<file path="src/rtl/serial_frame_tx.sv">
// rtl/serial_frame_tx.sv - header+payload serial frame transmitter, optional parity via SERTX_PARITY_EN
module serial_frame_tx #(
    parameter int                    HEADER_W  = 6,
    parameter logic [HEADER_W-1:0]   HEADER    = 6'b110101,
    parameter int                    PAYLOAD_W = 10
) (
    input  logic                 clk,
    input  logic                 rst,
    input  logic                 clkEn,
    input  logic                 start,
    input  logic [PAYLOAD_W-1:0] dataIn,
    output logic                 serOut,
    output logic                 serOutValid,
    output logic                 busy,
    output logic                 done
);

    localparam int CNT_MAX = (HEADER_W > PAYLOAD_W) ? HEADER_W : PAYLOAD_W;
    localparam int CNT_W   = (CNT_MAX > 1) ? $clog2(CNT_MAX) : 1;
    localparam logic [CNT_W-1:0] HDR_LAST = CNT_W'(HEADER_W - 1);
    localparam logic [CNT_W-1:0] PAY_LAST = CNT_W'(PAYLOAD_W - 1);

`ifdef SERTX_PARITY_EN
    typedef enum logic [1:0] {IDLE, HDR, PAY, PAR} state_t;
`else
    typedef enum logic [1:0] {IDLE, HDR, PAY} state_t;
`endif

    state_t               state;
    logic [PAYLOAD_W-1:0] shreg;
    logic [CNT_W-1:0]     bitCnt;
    logic [PAYLOAD_W-1:0] sh_next;
    logic                 hdr_nb;
`ifdef SERTX_PARITY_EN
    logic                 parAcc;
`endif

    assign sh_next = shreg << 1;

    // Header bit that goes on the line after the current one (index HEADER_W-2-bitCnt)
    always_comb begin
        hdr_nb = 1'b0;
        for (int i = 0; i < HEADER_W - 1; i++) begin
            if (bitCnt == CNT_W'(HEADER_W - 2 - i)) begin
                hdr_nb = HEADER[i];
            end
        end
    end

    // Frame sequencer; line outputs are computed for the next state so they come straight from flops
    always_ff @(posedge clk or negedge rst) begin
        if (!rst) begin
            state       <= IDLE;
            shreg       <= '0;
            bitCnt      <= '0;
            serOut      <= 1'b0;
            serOutValid <= 1'b0;
            busy        <= 1'b0;
            done        <= 1'b0;
`ifdef SERTX_PARITY_EN
            parAcc      <= 1'b0;
`endif
        end else begin
            done <= 1'b0;
            case (state)
                IDLE: begin
                    if (start) begin
                        shreg       <= dataIn;
                        bitCnt      <= '0;
                        state       <= HDR;
                        busy        <= 1'b1;
                        serOut      <= HEADER[HEADER_W-1];
                        serOutValid <= 1'b0;
`ifdef SERTX_PARITY_EN
                        parAcc      <= 1'b0;
`endif
                    end
                end
                HDR: begin
                    if (clkEn) begin
                        if (bitCnt == HDR_LAST) begin
                            state       <= PAY;
                            bitCnt      <= '0;
                            serOut      <= shreg[PAYLOAD_W-1];
                            serOutValid <= 1'b1;
                        end else begin
                            bitCnt <= bitCnt + 1'b1;
                            serOut <= hdr_nb;
                        end
                    end
                end
                PAY: begin
                    if (clkEn) begin
                        shreg <= sh_next;
`ifdef SERTX_PARITY_EN
                        parAcc <= parAcc ^ shreg[PAYLOAD_W-1];
`endif
                        if (bitCnt == PAY_LAST) begin
                            bitCnt <= '0;
`ifdef SERTX_PARITY_EN
                            state  <= PAR;
                            serOut <= parAcc ^ shreg[PAYLOAD_W-1];
`else
                            state       <= IDLE;
                            serOut      <= 1'b0;
                            serOutValid <= 1'b0;
                            busy        <= 1'b0;
                            done        <= 1'b1;
`endif
                        end else begin
                            bitCnt <= bitCnt + 1'b1;
                            serOut <= sh_next[PAYLOAD_W-1];
                        end
                    end
                end
`ifdef SERTX_PARITY_EN
                PAR: begin
                    if (clkEn) begin
                        state       <= IDLE;
                        serOut      <= 1'b0;
                        serOutValid <= 1'b0;
                        busy        <= 1'b0;
                        done        <= 1'b1;
                    end
                end
`endif
                default: state <= IDLE;
            endcase
        end
    end

endmodule

</file>
<file path="config.mk">
export PLATFORM = sky130hd
export DESIGN_NAME = serial_frame_tx
export DESIGN_NICKNAME = d
export VERILOG_FILES = /design/src/rtl/serial_frame_tx.sv
export SDC_FILE = /design/constraint.sdc
export NUM_CORES = 1
export LEC_CHECK = 0
export ABC_AREA = 1
export BUFFER_PORTS_ARGS = -buffer_cell sky130_fd_sc_hd__buf_2
export CORE_AREA = 2 2 52 54
export CTS_CLUSTER_SIZE = 40
export DETAILED_ROUTE_END_ITERATION = 8
export DIE_AREA = 0 0 54 56
export GPL_ROUTABILITY_DRIVEN = 0
export PLACE_DENSITY = 0.71
export SYNTH_ARGS = -nofsm -noshare
export SYNTH_HDL_FRONTEND = slang
export SYNTH_SLANG_ARGS = --single-unit
</file>
<file path="constraint.sdc">
create_clock -name clk -period 1.41 [get_ports clk]
set_clock_uncertainty 0.2 [all_clocks]
set_input_delay 0.141 -clock clk [delete_from_list [all_inputs] [get_ports clk]]
set_output_delay 0.141 -clock clk [all_outputs]
set_load 0.005 [all_outputs]
</file>
### Word-level counts from Yosys, hierarchy flattened

Index checks and enable logic that the tools add are counted.
Widths: inputs -> output; s select.

| operators by class | value |
|---|---|
| $add $sub $neg | 1 |
| reduce and logical (&&, ||, !) cells | 9 |
| equality and inequality tests | 13 |
| multiplexer cells | 36 |

Operator list:

| operator | number |
|---|---|
| $mux 10 | 2 |
| $mux 4 | 5 |
| $pmux 10 s2 | 1 |
| $mux 1 | 18 |
| $pmux 4 s3 | 1 |
| $mux 2 | 5 |
| $ne 2x2->1 const B | 5 |
| $eq 4x2->1 const B | 2 |
| $eq 4x3->1 const B | 2 |
| $reduce_and 4->1 | 2 |
| $pmux 1 s3 | 2 |
| $pmux 2 s3 | 1 |
| $reduce_and 6->1 | 1 |
| $reduce_and 5->1 | 1 |
| $add 4x1->4 const B | 1 |
| $eq 4x1->1 const B | 1 |
| $eq 4x4->1 const B | 1 |
| $logic_not 4->1 | 1 |
| $reduce_and 3->1 | 1 |
| $reduce_bool 3->1 | 1 |
| $eq 2x1->1 const B | 1 |
| $eq 2x2->1 const B | 1 |
| $logic_not 2->1 | 1 |
| $pmux 1 s2 | 1 |
| $reduce_bool 2->1 | 1 |

| storage, ports and cells | value |
|---|---|
| flip-flop bits (word level) | 20 |
| output and inout port bits | 4 |

### Longest topological paths before layout

| depth | value |
|---|---|
| depth after elaboration | 9 |
| depth in mapped cells | 9 |

### Worst setup path after synthesis

Ideal clock, no wire load.

| timing | value |
|---|---|
| path kind | reg2reg |
| from | reg state[0] |
| to | reg busy |
| path slack | -0.141 ns |
| path buffers | 1 |
| required time | 1.094 ns |
| cell stages (with the launch flop) | 10 |
| setup time | 0.116 ns |
| arrival | 1.234 ns |
| cells stage by stage | dfrtp_1 inv_1 ha_1 nand2_1 nand2_1 a21oi_4 buf_6 nand2_1 nand2_1 nand2_1 |

| on the way | value |
|---|---|
| word-level cells in the longest chain between the ends | 3 |

Ends and longest elaborated chain:

| what | RTL line | source |
|---|---|---|
| start: declaration | 29 | `state_t state;` |
| start signal: assignment | 53 | `state <= IDLE;` |
| start signal: assignment | 70 | `state <= HDR;` |
| start signal: assignment | 82 | `state <= PAY;` |
| $eq 2x2->1 or $logic_not 2->1 (tied branches) | 65 | `case (state)` |
| $ne 2x2->1 (no source line) or $reduce_bool 2->1 (tied branches) | - |  |
| $reduce_and 4->1 (no source line) | - |  |
| end signal: assignment | 58 | `busy <= 1'b0;` |
| end signal: assignment | 71 | `busy <= 1'b1;` |
| end signal: assignment | 107 | `busy <= 1'b0;` |
| end: declaration | 14 | `output logic busy,` |

Several ways; a longest one is shown, not always the timed one.
A chain may end at the register's enable or synchronous reset.

### Worst setup path in the final report

| timing | value |
|---|---|
| from | reg state[1] |
| to | reg shreg[4] |

| on the way | value |
|---|---|
| word-level cells in the longest chain between the ends | 3 |

Ends and longest elaborated chain:

| what | RTL line | source |
|---|---|---|
| $eq 2x2->1 or $logic_not 2->1 (tied branches) | 65 |  |
| $ne 2x2->1 (no source line) or $reduce_bool 2->1 (tied branches) | - |  |
| $reduce_and 3->1 (no source line) | - |  |
| end signal: assignment | 68 | `shreg <= dataIn;` |
| end signal: assignment | 94 | `shreg <= sh_next;` |
| end: declaration | 30 | `logic [PAYLOAD_W-1:0] shreg;` |

Several ways; a longest one is shown, not always the timed one.

==> impl_metrics.py <==
metrics = {
    "die": {
        "die_y_um": 56,
        "coreArea_um2": 2432,
        "dieArea_um2": 3024,
        "row_count": 18,
        "fp.dieW_um": 54,
        "ioPinCount": 18,
        "start_util": 0.4686,
    },
    "logic_synthesis": {
        "synth_cell_type_count": 21,
        "ys_ff_latch": 20,
        "synth_seq_area_share": 0.4391,
        "yosys.area.top_type": "dfrtp_1",
        "syn_inst": 147,
        "netlist_area_um2": 1140,
        "syn_nets": 164,
        "avgSynthCellArea_um2": 7.754,
        "synth_area_leaders": "dfrtp_1 44%, nand2_1 16%, inv_1 5.3%",
        "synth_top_area_frac": 0.4391,
        "yosysWarnings": 0,
    },
    "route": {
        "wl_um": 2880,
        "drc_errors": 0,
        "vias_per_cell": 5.045,
        "final_antenna_net_count": 0,
        "avgRoutedWirePerCell_um": 12.91,
        "drt_iter0_markers": 41,
        "vias": 1125,
        "drt-pass1-iter-count": 4,
    },
    "power": {
        "p_per_area_nw_per_um2": 2151,
        "p_leak_nw": 0.8063,
        "power.total_mw": 3.617,
        "peakVddDrop_uv": 1308,
    },
    "critical_path": {
        "worstPathRequired_ns": 1.45,
        "worstSetupStartpointType": "flop",
        "path_max_fanout": 14,
        "endpoint_kind": "flop",
        "critPathKind": "reg -> reg",
        "arrival_ns": 1.72,
        "r2r_setup_slack_ns": -0.27,
    },
    "sta": {
        "rsz0062_at_grt": "true",
        "period_share": 1.192,
        "hold_violations": 0,
        "tightest_slew_ns": 0.4615,
        "setup_slack_ns": -0.2714,
        "min_period_ns": 1.681,
        "drv_slew": 0,
        "maxSlewHeadroom": 0.6923,
        "fmax_mhz": 594.8,
        "report.final.setup_viol": 19,
    },
    "clock_network": {
        "cts-root-buf": "clkbuf_4",
        "insertion_delay_ns": 0.31,
        "clock_sinks": 20,
        "tritoncts": "done",
        "clkSlewWorstSetupHoldPaths_ns": 0.12,
        "cts_buffers": 3,
        "htreeDepth": 1,
        "clockBufferDepth": 2,
    },
    "layout": {
        "area.growth.synth_to_final_pct": 47.53,
        "nets": 211,
        "diodes": 0,
        "fillCellCount": 185,
        "final_util": 0.6914,
        "fin_cells": 223,
        "drive_gt1_frac": 0.3627,
    },
    "place": {
        "dp_slack_ns": -0.2353,
        "dp.cells": 200,
        "dp.final_hpwl_um": 1831,
        "io_buffers": 17,
    },
    "global_routing": {
        "grt_pass1_wl_um": 4947,
        "grt_max_degree": 21,
        "grt_usage": 0.2189,
        "grt_pass1_vias": 1180,
        "grt-ovfl-total": 0,
        "antenna_found_initial": 0,
    },
    "run": {
        "drv_cap": 0,
    },
    "outcome": {
        "violations": "negative setup slack",
        "status": "finished with violations",
    },
    "min_path": {
        "min_path_type": "in -> async",
    },
}
## registers in the layout (all words and copies together) (netlist names)
register	flops
serOutValid	1
shreg	10
bitCnt	4
serOut	1
done	1
state	2
busy	1
## where the power goes
part	internal, mW	total, mW	switching, mW	leakage [nW]
Combinational	1.00	2.20	1.19	0.538
Clock	0.288	0.487	0.199	0.0279
Sequential	0.792	0.933	0.141	0.240
## stage by stage
stage	hold slack, ns	setup TNS, ns	area [um2]
after floorplan	-0.3546	-1.530	1199
after global placement	-0.08784	-2.638	1376
after detailed placement	-0.08136	-3.309	1376
after CTS	0.1156	-3.726	1629
after global routing	0.1551	-5.431	1682
final	0.08943	-4.059	1682
## routing by layer
metal / global-route usage / vias to the layer above / part of all wire
met5: 0 / - / 0
met4: 0.07143 / 0 / 0.017
met3: 0.03226 / 6 / 0.041
met2: 0.3885 / 26 / 0.53
met1: 0.2598 / 524 / 0.41
li1: - / 569 / -
## logic make-up (layout without fill, tap and decap cells)
kind of cell | Yosys count | count (layout) | share of synthesized area
flip-flops | 20 | 20 | 0.4391
AO/OA/AOI/OAI | 21 | 22 | 0.1207
adder cells (fa/ha/maj) | 3 | 3 | 0.03293
AND/OR/NAND/NOR | 81 | 81 | 0.3227
buffers and inverters | 22 | 67 | 0.08453
## what timing repair did
action                                  4_1_cts  5_1_grt
gates cloned                                  1        0
buffers inserted                              5        1
resized for setup                             9       12
pin swaps                                     2        9
hold buffers                                 12        0
endpoints found under the hold margin        31        0
endpoints found under the setup margin       20       20
## cells in the final DEF (no fill, tap or decap)
| cell | instances |
|---|---|
| nor3_2 | 1 |
| buf_6 | 3 |
| inv_4 | 2 |
| buf_2 | 17 |
| nand2_1 | 41 |
| buf_12 | 1 |
| nor2_4 | 1 |
| clkbuf_4 | 3 |
| a21oi_4 | 3 |
| o21ai_0 | 1 |
| o21ai_1 | 7 |
| a21oi_2 | 1 |
| inv_2 | 4 |
| nand3_1 | 7 |
| dlygate4sd3_1 | 12 |
| clkinvlp_4 | 1 |
| a21oi_1 | 2 |
| ha_4 | 3 |
| a31oi_1 | 8 |
| nand2_4 | 4 |
| nand4_1 | 4 |
| nand2_2 | 6 |
| inv_1 | 11 |
| nand3_4 | 2 |
| nor2_1 | 10 |
| nand3_2 | 3 |
| bufinv_16 | 1 |
| dfrtp_1 | 20 |
| buf_4 | 12 |
| nor2_2 | 2 |
## worst max-delay path, cell delays in order, from the launching register on
cell and delay (ns):
dfrtp_1 0.43, buf_6 0.14, ha_4 0.17, nand2_4 0.10, nand2_4 0.06, a21oi_4 0.17
buf_12 0.16, nor2_1 0.05, a31oi_1 0.14
## worst paths after layout
path                             startpoint     endpoint  cells past startpoint
worst max-delay path               state[1]     shreg[4]                      8
worst min-delay path                    rst         done                      2
worst max register to register     state[1]     shreg[4]                      8
worst min register to register  serOutValid  serOutValid                      2
max in group asynchronous               rst     shreg[4]                      2
min in group clk                      start         busy                      8
## layout make-up
| cell class | instances | area (um2) | area share |
|---|---|---|---|
| multi-input cells | 106 | 665.6 | 0.3958 |
| flip-flops and latches | 20 | 500.5 | 0.2976 |
| repair buffers | 45 | 349.1 | 0.2076 |
| inverters | 18 | 76.32 | 0.04539 |
| well taps | 30 | 37.54 | 0.02232 |
| clock inverters | 1 | 30.03 | 0.01786 |
| clock buffers | 3 | 22.52 | 0.01339 |
## synthesized netlist by cell type (all sizes together)
| master | number |
|---|---|
| nand3 | 12 |
| nor3 | 1 |
| nand2 | 51 |
| a31oi | 8 |
| a21oi | 5 |
| nor2 | 13 |
| inv | 18 |
| buf | 4 |
| o21ai | 8 |
| ha | 3 |
| dfrtp | 20 |
| nand4 | 4 |
(Power assumes the default switching activity.)
